**config.mk**
```make
export PLATFORM = sky130hd
export DESIGN_NAME = game_screen_sequencer
export DESIGN_NICKNAME = d
export VERILOG_FILES = /design/src/rtl/game_screen_sequencer.sv
export SDC_FILE = /design/constraint.sdc
export NUM_CORES = 1
export LEC_CHECK = 0
export CAP_MARGIN = 0
export CELL_PAD_IN_SITES_DETAIL_PLACEMENT = 1
export CELL_PAD_IN_SITES_GLOBAL_PLACEMENT = 1
export CORE_ASPECT_RATIO = 0.5
export CORE_MARGIN = 1.5
export CORE_UTILIZATION = 30
export DETAILED_ROUTE_END_ITERATION = 16
export PLACE_DENSITY_LB_ADDON = 0.1
export SKIP_CTS_REPAIR_TIMING = 1
export SYNTH_ARGS = -nofsm -noshare
export SYNTH_HDL_FRONTEND = slang
export SYNTH_SLANG_ARGS = --single-unit
```
**constraint.sdc**
```tcl
create_clock -name clock -period 2.8 [get_ports clock]
set_clock_uncertainty 0.2 [all_clocks]
set_input_delay 0.42 -clock clock [delete_from_list [all_inputs] [get_ports clock]]
set_output_delay 0.42 -clock clock [all_outputs]
set_load 0.01 [all_outputs]
```
**src/rtl/game_screen_sequencer.sv**
```systemverilog
// Screen sequencer for the game top level: walks title -> play -> over on key
// presses, handles game-over entry and the over-screen auto-return, emits flap
// pulses during play, and owns the free-running seed counter and the seed
// capture / random-generator reset when play starts.
module game_screen_sequencer #(
  parameter int NUM_SCREENS  = 3,
  parameter int SCREEN_W     = 2,
  parameter int SEED_W       = 32,
  parameter int PLAY_SCREEN  = 1,
  parameter int OVER_SCREEN  = 2,
  parameter int WRAP         = 1,
  parameter int PLAY_ADVANCE = 0,
  parameter int OVER_TIMEOUT = 0,
  parameter int TIMEOUT_W    = 32
) (
  input  logic                clock,
  input  logic                resetn,
  input  logic [1:0]          key_state,
  output logic                key_ack,
  input  logic                game_over,
  output logic [SCREEN_W-1:0] screen,
  output logic                screen_changed,
  output logic                bg_scroll,
  output logic                flap,
  output logic                random_reset,
  output logic [SEED_W-1:0]   seed,
  output logic [SEED_W-1:0]   seed_latched
);

  localparam logic [SCREEN_W-1:0]  LAST_SCR  = SCREEN_W'(NUM_SCREENS - 1);
  localparam logic [SCREEN_W-1:0]  PLAY_SCR  = SCREEN_W'(PLAY_SCREEN);
  localparam logic [SCREEN_W-1:0]  OVER_SCR  = SCREEN_W'(OVER_SCREEN);
  localparam logic [TIMEOUT_W-1:0] TO_LAST   = TIMEOUT_W'((OVER_TIMEOUT > 0) ? OVER_TIMEOUT - 1 : 0);
  localparam bit                   TO_EN     = (OVER_TIMEOUT > 0);
  localparam bit                   WRAP_EN   = (WRAP != 0);
  localparam bit                   FLAP_MODE = (PLAY_ADVANCE == 0);

  // Key handshake: one ack cycle per accepted event; key_state is ignored
  // while the ack is high so the PS2 side has a cycle to clear it.
  typedef enum logic {HS_IDLE = 1'b0, HS_ACK = 1'b1} hs_state_t;

  hs_state_t               hs_state;
  hs_state_t               hs_next;
  logic                    key_event;
  logic                    key_press;
  logic [SCREEN_W-1:0]     screen_nxt;
  logic                    flap_nxt;
  logic                    leave_zero;
  logic [TIMEOUT_W-1:0]    tmo_cnt;

  // Handshake state register.
  always_ff @(posedge clock or negedge resetn) begin
    if (!resetn) hs_state <= HS_IDLE;
    else         hs_state <= hs_next;
  end

  // Handshake next state and event decode.
  always_comb begin
    hs_next   = hs_state;
    key_event = 1'b0;
    case (hs_state)
      HS_IDLE: begin
        if (key_state != 2'd0) begin
          key_event = 1'b1;
          hs_next   = HS_ACK;
        end
      end
      HS_ACK:  hs_next = HS_IDLE;
      default: hs_next = HS_IDLE;
    endcase
  end

  assign key_ack   = (hs_state == HS_ACK);
  assign key_press = key_event && (key_state == 2'd1);

  // Next screen: game-over beats a press, a press beats the over timeout.
  always_comb begin
    screen_nxt = screen;
    flap_nxt   = 1'b0;
    if ((screen == PLAY_SCR) && game_over) begin
      screen_nxt = OVER_SCR;
    end else if (key_press) begin
      if ((screen == PLAY_SCR) && FLAP_MODE) flap_nxt = 1'b1;
      else if (screen < LAST_SCR)            screen_nxt = screen + 1'b1;
      else if (WRAP_EN)                      screen_nxt = '0;
    end else if (TO_EN && (screen == OVER_SCR) && (tmo_cnt == TO_LAST)) begin
      screen_nxt = '0;
    end
    leave_zero = (screen == '0) && (screen_nxt != '0);
  end

  // Screen, pulse outputs, seed counter, seed capture and over-screen timer.
  always_ff @(posedge clock or negedge resetn) begin
    if (!resetn) begin
      screen         <= '0;
      screen_changed <= 1'b0;
      bg_scroll      <= 1'b0;
      flap           <= 1'b0;
      random_reset   <= 1'b0;
      seed           <= '0;
      seed_latched   <= '0;
      tmo_cnt        <= '0;
    end else begin
      screen         <= screen_nxt;
      screen_changed <= (screen_nxt != screen);
      bg_scroll      <= (screen_nxt == PLAY_SCR);
      flap           <= flap_nxt;
      random_reset   <= leave_zero;
      seed           <= seed + 1'b1;
      if (leave_zero) seed_latched <= seed;
      if ((screen_nxt == OVER_SCR) && (screen != OVER_SCR)) tmo_cnt <= '0;
      else if (screen == OVER_SCR)                          tmo_cnt <= tmo_cnt + 1'b1;
    end
  end

endmodule
```
Word-level counts from Yosys, hierarchy flattened
Index checks and enable logic that the tools add are counted.
{"block": "totals", "output_inout_bits": 71, "elab_cells": 32, "inputBits": 5, "reg_bits": 71}
{"block": "classes", "reduce_logical": 6, "add_sub_neg": 2, "n_bitwise": 1, "n_eq_ne": 4, "n_mux": 10, "order_cmp": 1}
{"operator": "$add 32x1->32 const B", "count": 1}
{"operator": "$mux 2", "count": 4}
{"operator": "$eq 2x1->1 const B", "count": 3}
{"operator": "$mux 1", "count": 5}
{"operator": "$reduce_bool 2->1", "count": 2}
{"operator": "$logic_and 1x1->1", "count": 3}
{"operator": "$add 2x1->2 const B", "count": 1}
{"operator": "$logic_not 2->1", "count": 1}
{"operator": "$lt 2x2->1 const B", "count": 1}
{"operator": "$ne 2x2->1", "count": 1}
{"operator": "$pmux 1 s2", "count": 1}
{"operator": "$not 1->1", "count": 1}

Logic depth before layout (Yosys ltp)
Gate-level depths: netlist (run 1).
{"block": "logic_depth", "depth_word": 8, "depth_mapped": 7, "ltp_nobuf": 5}

Worst setup path before layout (run 1)
OpenSTA, ideal clock, no wires.
{"block": "synth_timing", "path_type": "input -> register", "startpoint": "input port key_state[1]", "endpoint": "register seed_latched[10]", "required_ns": 2.475, "cell_stages": 6, "setup_ns": 0.125, "setup_slack_ns": 0.668, "t_arrival_ns": 1.807, "n_path_buf": 3, "cell_sequence": "or3b_1 -> buf_2 -> or3_1 -> buf_6 -> buf_6 -> mux2_4"}
{"block": "synth_via", "elab_chain_len": 8, "word_cells_on_any_way": 9, "classes_between": "eq/ne (1); mux (4); reduce/logical (4)"}
{"item": "start, declared", "line_no": "18", "rtl": "input logic [1:0] key_state,"}
{"item": "$reduce_bool 2->1", "line_no": "63", "rtl": "if (key_state != 2'd0) begin"}
{"item": "$mux 1", "line_no": "63"}
{"item": "$mux 1", "line_no": "61", "rtl": "case (hs_state)"}
{"item": "$logic_and 1x1->1 (*)", "line_no": "74", "rtl": "assign key_press = key_event && (key_state == 2'd1);"}
{"item": "$mux 2 (*)", "line_no": "82", "rtl": "end else if (key_press) begin"}
{"item": "$mux 2 (*)", "line_no": "80", "rtl": "if ((screen == PLAY_SCR) && game_over) begin"}
{"item": "$reduce_bool 2->1 (*)", "line_no": "89", "rtl": "leave_zero = (screen == '0) && (screen_nxt != '0);"}
{"item": "$logic_and 1x1->1 (*)", "line_no": "89"}
{"item": "end signal, assigned", "line_no": "101", "rtl": "seed_latched <= '0;"}
{"item": "end signal, assigned", "line_no": "110", "rtl": "if (leave_zero) seed_latched <= seed;"}
{"item": "end, declared", "line_no": "27", "rtl": "output logic [SEED_W-1:0] seed_latched"}
Mark *: on every way between the ends. The rest lies on a longest branch, timed or not.
A chain may end at the register's enable or synchronous reset.

Worst setup path in the final report (run 1)
{"block": "layout_timing", "startpoint": "input port key_state[0]", "endpoint": "register seed_latched[15]"}
The elaborated chain is that of the path after synthesis.

==> results of run 1 <==
## stage by stage
step           total power, uW  std cells  worst slack (ns)
2_1_floorplan             1340        212             0.668
3_3_place_gp              1510        422             0.217
3_5_place_dp              1520        422             0.197
4_1_cts                   2570        436             0.543
5_1_grt                   2640        436             0.480
6_report                  2520        436             0.530
## routing by layer
metal,GRT usage,up-vias
li1,-,904
met5,0,-
met4,0.0408,0
met3,0.0584,5
met2,0.210,38
met1,0.175,996
## cells in the mapped netlist
cell      instances
dfrtp_1          71
mux2_4           27
xnor2_1          24
nand3_1          17
nand2_1          12
nand4_1          10
nor2_1            9
xor2_1            6
and3_1            5
mux2_2            5
buf_6             4
a21oi_1           2
and2_1            2
and4_1            2
inv_1             2
nor3_1            2
o21ai_0           2
buf_2             1
clkbuf_1          1
ha_1              1
nor2b_1           1
nor3b_1           1
nor4_2            1
nor4b_2           1
or2_2             1
or3_1             1
or3b_1            1
## flip-flops by register name, summed over array words and instances, names as in the netlist
register / cells
screen: 2
seed_latched: 32
screen_changed: 1
random_reset: 1
seed: 32
bg_scroll: 1
key_ack: 1
flap: 1
## path summary, 6_finish.rpt
| path | to | from | cells after the start | slack, ns |
|---|---|---|---|---|
| min in group clock | key_ack | key_ack | 1 | 0.26 |
| max in group asynchronous | seed_latched[29] | resetn | 1 | 1.77 |
| hold reg to reg | key_ack | key_ack | 1 | 0.26 |
| hold / removal | bg_scroll | resetn | 1 | 0.006 |
| setup reg to reg | seed_latched[15] | key_ack | 4 | 0.70 |
| setup / recovery | seed_latched[15] | key_state[0] | 5 | 0.53 |
## cells by family after synthesis
logic type / count (synthesis) / synth area share
compound gates: 4 / 0.00677
simple gates: 66 / 0.122
xor+xnor: 30 / 0.0889
mux: 32 / 0.156
fa+ha+maj: 1 / 0.00423
flops: 71 / 0.601
buf+inv: 8 / 0.0207
## layout make-up
| cell class | count | area share |
|---|---|---|
| clock buffers | 13 | 0.0630 |
| clock inverters | 1 | 0.00121 |
| inverters | 2 | 0.00182 |
| multi-input cells | 133 | 0.271 |
| flip-flops and latches | 71 | 0.430 |
| well taps | 135 | 0.0409 |
| repair buffers | 81 | 0.192 |
## where the power goes
group          internal [uW]  switching (uW)  total, uW
sequential              1100            50.4       1150
clock                    637             388       1030
combinational            210             143        353
total                   1940             582       2520
## worst max-delay path: cells and delay by family
kind	cells	cell delay (ns)
simple gates	2	0.79
buf+inv	2	0.72
mux	1	0.33
==> flow_metrics.py, run 1 <==
metrics = {
    "floorplan": {
        "chipHeight_um": 73.2,
        "initial_core_util": 0.311,
        "die_area_um2": 10500,
        "die_w_um": 143,
        "io-pin-count": 76,
        "num_rows": 25,
        "core_um2": 9510,
    },
    "placed_design": {
        "hpwl_mm": 4.48,
        "dpl_cell_area_um2": 3860,
        "port_buffers": 75,
        "place_congestion": 0.707,
    },
    "synth": {
        "synth_fp_nets": 218,
        "ys_seq_area_frac": 0.601,
        "synth_seq_cells": 71,
        "syn_area_um2": 2960,
        "yosys-top-cells-area": "dfrtp_1 60%, mux2_4 14%, xnor2_1 7.1%",
        "postSynthCellCount": 212,
        "ys_warn_count": 0,
        "synth.largest_area_cell": "dfrtp_1",
        "synth_top_area_frac": 0.601,
        "synth.distinct_cells": 27,
        "synthesis.area_per_instance_um2": 13.9,
    },
    "timing": {
        "fin_hold_ws_ns": 0.00583,
        "finalSetupViolCount": 0,
        "hold_viol_final": 0,
        "layout_min_cycle_time_ns": 2.27,
        "maxSlewViolCount": 0,
        "rsz0062_at_grt": "false",
        "clock.fmax_mhz": 441,
        "min_period_over_period": 0.811,
        "slew_headroom": 0.397,
        "finalSetupTns_ns": 0,
        "tightest_slew_ns": 0.905,
    },
    "global_route": {
        "grt_pass1_vias": 2076,
        "gr-usage-all-layers": 0.137,
        "grt_max_degree": 72,
        "gr-total-overflow": 0,
        "grt_pass1_wl_mm": 10.9,
        "antenna_found_initial": 0,
    },
    "setup_path": {
        "worstPathArrival_ns": 2.27,
        "crit_required_ns": 2.80,
        "cp_cell_sequence": "clkdlybuf4s50_1 -> or3b_1 -> or3_2 -> buf_4 -> mux2_4",
        "crit_fanout": 17,
        "slowest_stage": "clkdlybuf4s50_1",
        "crit_path_max_incr_delay_ns": 0.47,
        "cp-start-kind": "input port",
        "endpoint_kind": "flop",
        "worstSetupPathType": "in -> reg",
    },
    "layout": {
        "fill_cells": 1023,
        "seq_area_um2": 1780,
        "area_growth_pct": 39.8,
        "final_common_cell": "clkdlybuf4s50_1",
        "most-common-layout-cells": "74 x clkdlybuf4s50_1, 71 x dfrtp_1, 27 x mux2_4",
        "multi_input_area_um2": 1120,
        "final_cell_area_um2": 4130,
        "nNetsFinal": 304,
        "final_core_util": 0.434,
        "layout-drive-gt1-share": 0.183,
        "n_antenna_cell": 0,
    },
    "outcome": {
        "outcome": "complete, no violations",
    },
    "detailed_routing": {
        "route.met2.wl_mm": 2.95,
        "drt_iter0_drc": 111,
        "wl_per_cell_um": 14.9,
        "via_per_inst": 4.46,
        "highest_layer": "met4",
        "wl_met3_um": 429,
        "route.detailed.drc": 0,
        "ant_nets": 0,
        "dr.pass1.iters": 4,
        "wirelength_met1_mm": 3.06,
        "routed_wl_mm": 6.48,
        "vias": 1943,
    },
    "clock_network": {
        "cts_buffers": 9,
        "clock_latency_ns": 0.32,
        "clk_pin_slew_ns": 0.05,
        "clockRootBuffer": "clkbuf_16",
        "clock_sinks": 71,
        "cts_tree": "built",
        "clockBufferDepth": 2,
        "cts_htree_levels": 3,
    },
    "job": {
        "maxCapViolations": 0,
    },
    "worst_hold_path": {
        "hold_path.class": "in -> async",
    },
    "power_and_ir_drop": {
        "vdd_drop_max_mv": 0.310,
        "p_per_area_nw_per_um2": 611,
        "p_leak_uw": 0.00189,
    },
}
Note: power is estimated with default switching activity, not from simulation.
==> inputs of run 2 (changes only) <==
Clock period 2.8 ns to 1.8 ns, I/O delays scaled along.
==> run 2 against run 1 <==
The run now ends with hold timing, setup timing left. Sequential power increased by 53%. Clock-buffer cell count shrank 2. Largest cell class unchanged. Clock power grew 91%. Sequential share of layout area shrank 5.0 points. Wire length grew 17%. Worst setup slack worse by 0.70 ns. Final cell count grew 8.9%. Die area did not move. First-iteration DRC count decreased by 3.6%. Via count up 8.9%. Critical path depth is the same.
==> flow_metrics.py, run 2 (synthesis gave the netlist of run 1 again) <==
metrics = {
    "timing": {
        "fin_hold_ws_ns": -0.00463,
        "layout_min_cycle_time_ns": 1.97,
        "setup_ws_ns": -0.173,
        "min_period_over_period": 1.10,
        "finalSetupTns_ns": -4.87,
        "clock.fmax_mhz": 507,
        "hold_viol_final": 1,
        "maxSlewViolCount": 0,
        "rsz0062_at_grt": "true",
        "finalSetupViolCount": 32,
        "tightest_slew_ns": 0.338,
        "slew_headroom": 0.775,
    },
    "setup_path": {
        "cp_cell_sequence": "clkdlybuf4s50_1 -> or3b_4 -> or3_4 -> buf_12 -> mux2_4",
        "worstSetupPathType": "in -> reg",
        "ff2ff_path_depth": 4,
        "cp-start-kind": "input port",
        "r2r-end": "seed_latched[4]",
        "rrSetupSlack_ns": -0.17,
        "endpoint_kind": "flop",
        "crit_fanout": 11,
        "slowest_stage": "clkdlybuf4s50_1",
        "crit_required_ns": 1.81,
        "crit_path_max_incr_delay_ns": 0.42,
        "r2r_start": "key_ack",
        "worstPathArrival_ns": 1.99,
    },
    "clock_network": {
        "clockRootBuffer": "clkbuf_16",
        "clockBufferDepth": 2,
        "clock_latency_ns": 0.33,
        "cts_tree": "built",
        "clk_pin_slew_ns": 0.06,
        "clock_sinks": 71,
        "cts_htree_levels": 3,
        "cts_buffers": 9,
    },
    "placed_design": {
        "hpwl_mm": 5.02,
        "port_buffers": 75,
        "placed_cells": 441,
        "pre_cts_ws_ns": -0.660,
        "dpl_cell_area_um2": 4100,
        "place_congestion": 0.708,
    },
    "layout": {
        "top_regs": "seed (32), seed_latched (32), screen (2)",
        "n_antenna_cell": 0,
        "instances_no_fill": 475,
        "final_common_cell": "dfrtp_1",
        "layout-drive-gt1-share": 0.329,
        "final_cell_area_um2": 4710,
        "final_core_util": 0.496,
        "area_growth_pct": 59.4,
        "most-common-layout-cells": "59 x dfrtp_1, 47 x clkdlybuf4s50_1, 34 x buf_4",
        "nNetsFinal": 341,
    },
    "detailed_routing": {
        "routed_wl_mm": 7.57,
        "dr.pass1.iters": 4,
        "vias": 2115,
        "via_per_inst": 4.45,
        "route.detailed.drc": 0,
        "drt_iter0_drc": 107,
        "wl_per_cell_um": 15.9,
        "ant_nets": 0,
    },
    "floorplan": {
        "initial_core_util": 0.311,
        "core_um2": 9510,
        "chipHeight_um": 73.2,
        "num_rows": 25,
        "die_area_um2": 10500,
        "die_w_um": 143,
        "io-pin-count": 76,
    },
    "power_and_ir_drop": {
        "p_leak_uw": 0.00258,
        "vdd_drop_max_mv": 0.462,
        "p_per_area_nw_per_um2": 930,
    },
    "outcome": {
        "outcome": "finished, violations left",
        "violations": "hold timing, setup timing",
    },
    "global_route": {
        "grt_pass1_vias": 2319,
        "gr-usage-all-layers": 0.150,
        "grt_max_degree": 33,
        "gr-total-overflow": 0,
        "antenna_found_initial": 0,
        "grt_pass1_wl_mm": 11.8,
    },
    "worst_hold_path": {
        "min_from": "key_state[0]",
        "hold_depth": 3,
        "min_to": "key_ack",
        "hold_path.class": "in -> reg",
    },
    "job": {
        "maxCapViolations": 0,
    },
}
run 2: cell types whose count changed in the layout (fill, tap and decap cells not counted), sizes merged:
cell	change
buf	+34
clkdlybuf4s50	-27
dlymetal6s2s	+27
bufinv	+2
clkinvlp	+2
dlygate4sd3	+1
run 2: cell type report:
cell class              instances  area [um^2]
clock buffers                  11          253
clock inverters                 5         80.1
fillers                       985         4800
inverters                       2         7.51
multi-input cells             133         1170
flip-flops and latches         71         1790
well taps                     135          169
repair buffers                118         1240
run 2: how the worst max path moves through the flow:
stage	from	to	slack (ns)	cells past startpoint
after CTS	key_state[0]	seed_latched[2]	-0.30	5
after detailed placement	key_state[0]	seed_latched[2]	-0.66	5
after global routing	key_ack	seed_latched[11]	-0.21	4
after floorplan	key_ack	seed_latched[10]	-0.30	6
final	key_state[1]	seed_latched[4]	-0.17	5
after global placement	key_state[0]	seed_latched[3]	-0.64	5
run 2: power breakdown:
group	internal (uW)	total (uW)	switching, uW	leakage (uW)
clock	1290	1970	680	0.000158
sequential	1700	1760	57.6	0.000939
combinational	386	655	269	0.00148
total	3380	4380	1010	0.00258
run 2: worst max-delay path: cells and delay by family:
kind                   cells  cell delay (ns)
AND/OR/NAND/NOR            2             0.81
buffers and inverters      2             0.60
multiplexers               1             0.30
run 2: through the flow:
step / total power, uW / hold WS, ns
floorplan: 2080 / -0.226
global placement: 2410 / -0.000769
detailed placement: 2430 / 0.00514
CTS: 4430 / -0.357
global route: 4570 / 0.0170
finish: 4380 / -0.00463
run 2: layer usage:
metal / track usage / routed length [um] / up-vias
met5: 0 / 0 / -
met4: 0.0476 / 73 / 0
met3: 0.0643 / 401 / 10
met2: 0.241 / 3690 / 44
met1: 0.184 / 3400 / 1085
li1: - / - / 976
==> inputs of run 3 (changes only) <==
Settings changed: CORE_MARGIN 1.5 to unset, PLACE_DENSITY set to 0.72, PLACE_DENSITY_LB_ADDON 0.1 to unset.
==> run 3 against run 2 <==
The run ends with setup timing left. Final area is 1.6% lower. Global-route usage is 0.48 points higher. Hold slack better by 0.29 ns. Total power is 3.1% lower. Clock-buffer cell count is 1 higher. Register-to-register slack hardly changed. Final cell count is 2.1% lower. Sequential power hardly changed. Wire length is 1.1% higher. Sequential cell count stayed put. Critical path depth stayed put. Largest cell class unchanged.
==> flow_metrics.py, run 3 (synthesis gave the netlist of run 1 again) <==
metrics = {
    "layout": {
        "area_growth_pct": 56.9,
        "final_core_util": 0.488,
        "most-common-layout-cells": "56 x dfrtp_1, 45 x clkdlybuf4s50_1, 29 x dlymetal6s2s_1",
        "n_antenna_cell": 0,
        "nNetsFinal": 331,
        "layout-drive-gt1-share": 0.339,
        "final_common_cell": "dfrtp_1",
        "top_regs": "seed (32), seed_latched (32), screen (2)",
        "fill_cells": 990,
    },
    "timing": {
        "hold_viol_final": 0,
        "maxSlewViolCount": 0,
        "finalSetupTns_ns": -5.49,
        "slew_headroom": 0.736,
        "min_period_over_period": 1.10,
        "tightest_slew_ns": 0.396,
        "clock.fmax_mhz": 506,
        "layout_min_cycle_time_ns": 1.98,
        "fin_hold_ws_ns": 0.284,
        "rsz0062_at_grt": "true",
        "finalSetupViolCount": 41,
        "setup_ws_ns": -0.178,
    },
    "global_route": {
        "grt_pass1_vias": 2241,
        "grt_max_degree": 72,
        "gr-total-overflow": 0,
        "gr-usage-all-layers": 0.155,
        "antenna_found_initial": 0,
        "grt_pass1_wl_mm": 11.9,
    },
    "clock_network": {
        "clock_sinks": 71,
        "clk_pin_slew_ns": 0.05,
        "cts_buffers": 9,
        "cts_tree": "built",
        "clock_latency_ns": 0.33,
        "clockBufferDepth": 2,
        "clockRootBuffer": "clkbuf_16",
        "cts_htree_levels": 3,
    },
    "floorplan": {
        "num_rows": 25,
        "initial_core_util": 0.311,
        "die_area_um2": 10300,
        "chipHeight_um": 72.2,
        "core_um2": 9510,
        "io-pin-count": 76,
        "die_w_um": 142,
    },
    "outcome": {
        "violations": "setup timing",
        "outcome": "finished, violations left",
    },
    "placed_design": {
        "hpwl_mm": 5.12,
        "port_buffers": 75,
        "place_congestion": 0.709,
    },
    "setup_path": {
        "crit_required_ns": 1.81,
        "cp_top_family": "simple AND/OR/NAND/NOR gates",
        "worstSetupPathType": "in -> reg",
        "slowest_stage": "clkdlybuf4s50_1",
        "worstPathArrival_ns": 1.99,
        "crit_buf_inv": 2,
        "crit_path_max_incr_delay_ns": 0.47,
        "endpoint_kind": "flop",
        "cp_cell_sequence": "clkdlybuf4s50_1 -> or3b_4 -> or3_4 -> buf_12 -> mux2_4",
        "cp-start-kind": "input port",
        "crit_fanout": 18,
    },
    "detailed_routing": {
        "dr.pass1.iters": 4,
        "routed_wl_mm": 7.66,
        "via_per_inst": 4.48,
        "wl_per_cell_um": 16.5,
        "vias": 2082,
        "drt_iter0_drc": 73,
        "ant_nets": 0,
        "route.detailed.drc": 0,
    },
    "power_and_ir_drop": {
        "vdd_drop_max_mv": 0.495,
        "p_per_area_nw_per_um2": 916,
        "p_leak_uw": 0.00256,
        "total_power_uw": 4250,
    },
    "worst_hold_path": {
        "hold_path.class": "in -> async",
    },
    "job": {
        "maxCapViolations": 0,
    },
}
## run 3: cell types whose count changed in the layout (fill, tap and decap cells not counted), sizes merged
cell and change:
clkbuf -1, bufinv -1, buf -8, clkinv -1, dlymetal6s2s +2, clkdlybuf4s50 -2
clkinvlp +1
## run 3: cell type report
type / count / area [um^2] / share of cell area
clock buffer: 12 / 267 / 0.0575
clock inverter: 4 / 52.6 / 0.0113
tap: 135 / 169 / 0.0364
timing repair buffer: 108 / 1120 / 0.242
inverter: 2 / 7.51 / 0.00162
multi-input combinational: 133 / 1220 / 0.264
sequential: 71 / 1800 / 0.387
## run 3: path summary, 6_finish.rpt
check / from / endpoint / slack [ns] / cells past startpoint
setup / recovery: key_state[0] / seed_latched[9] / -0.18 / 5
hold / removal: resetn / screen_changed / 0.28 / 3
setup reg to reg: key_ack / seed_latched[9] / -0.16 / 4
hold reg to reg: seed_latched[0] / seed_latched[0] / 0.30 / 2
max in group asynchronous: resetn / seed[5] / 0.78 / 3
min in group clock: seed_latched[0] / seed_latched[0] / 0.30 / 2
## run 3: tightest hold or removal path: cells and delay by family
kind | cells | cell delay, ns
buffers and inverters | 3 | 0.96
## run 3: through the flow
| stage | cells | worst slack [ns] | cell area (um^2) |
|---|---|---|---|
| after floorplan | 212 | -0.302 | 3000 |
| after global placement | 438 | -0.632 | 4060 |
| after detailed placement | 438 | -0.650 | 4060 |
| after CTS | 454 | -0.303 | 4380 |
| after global routing | 465 | -0.198 | 4640 |
| final | 465 | -0.178 | 4640 |
## run 3: routing by layer
metal	vias to the layer above	share of wire	GRT usage
met5	-	0	0
met4	0	0.014	0.0573
met3	10	0.040	0.0554
met2	36	0.53	0.270
met1	1081	0.41	0.177
li1	955	-	-
## run 3: power by group
| group | switching [uW] | internal [uW] |
|---|---|---|
| clock network | 661 | 1180 |
| registers | 62.3 | 1700 |
| logic | 264 | 372 |
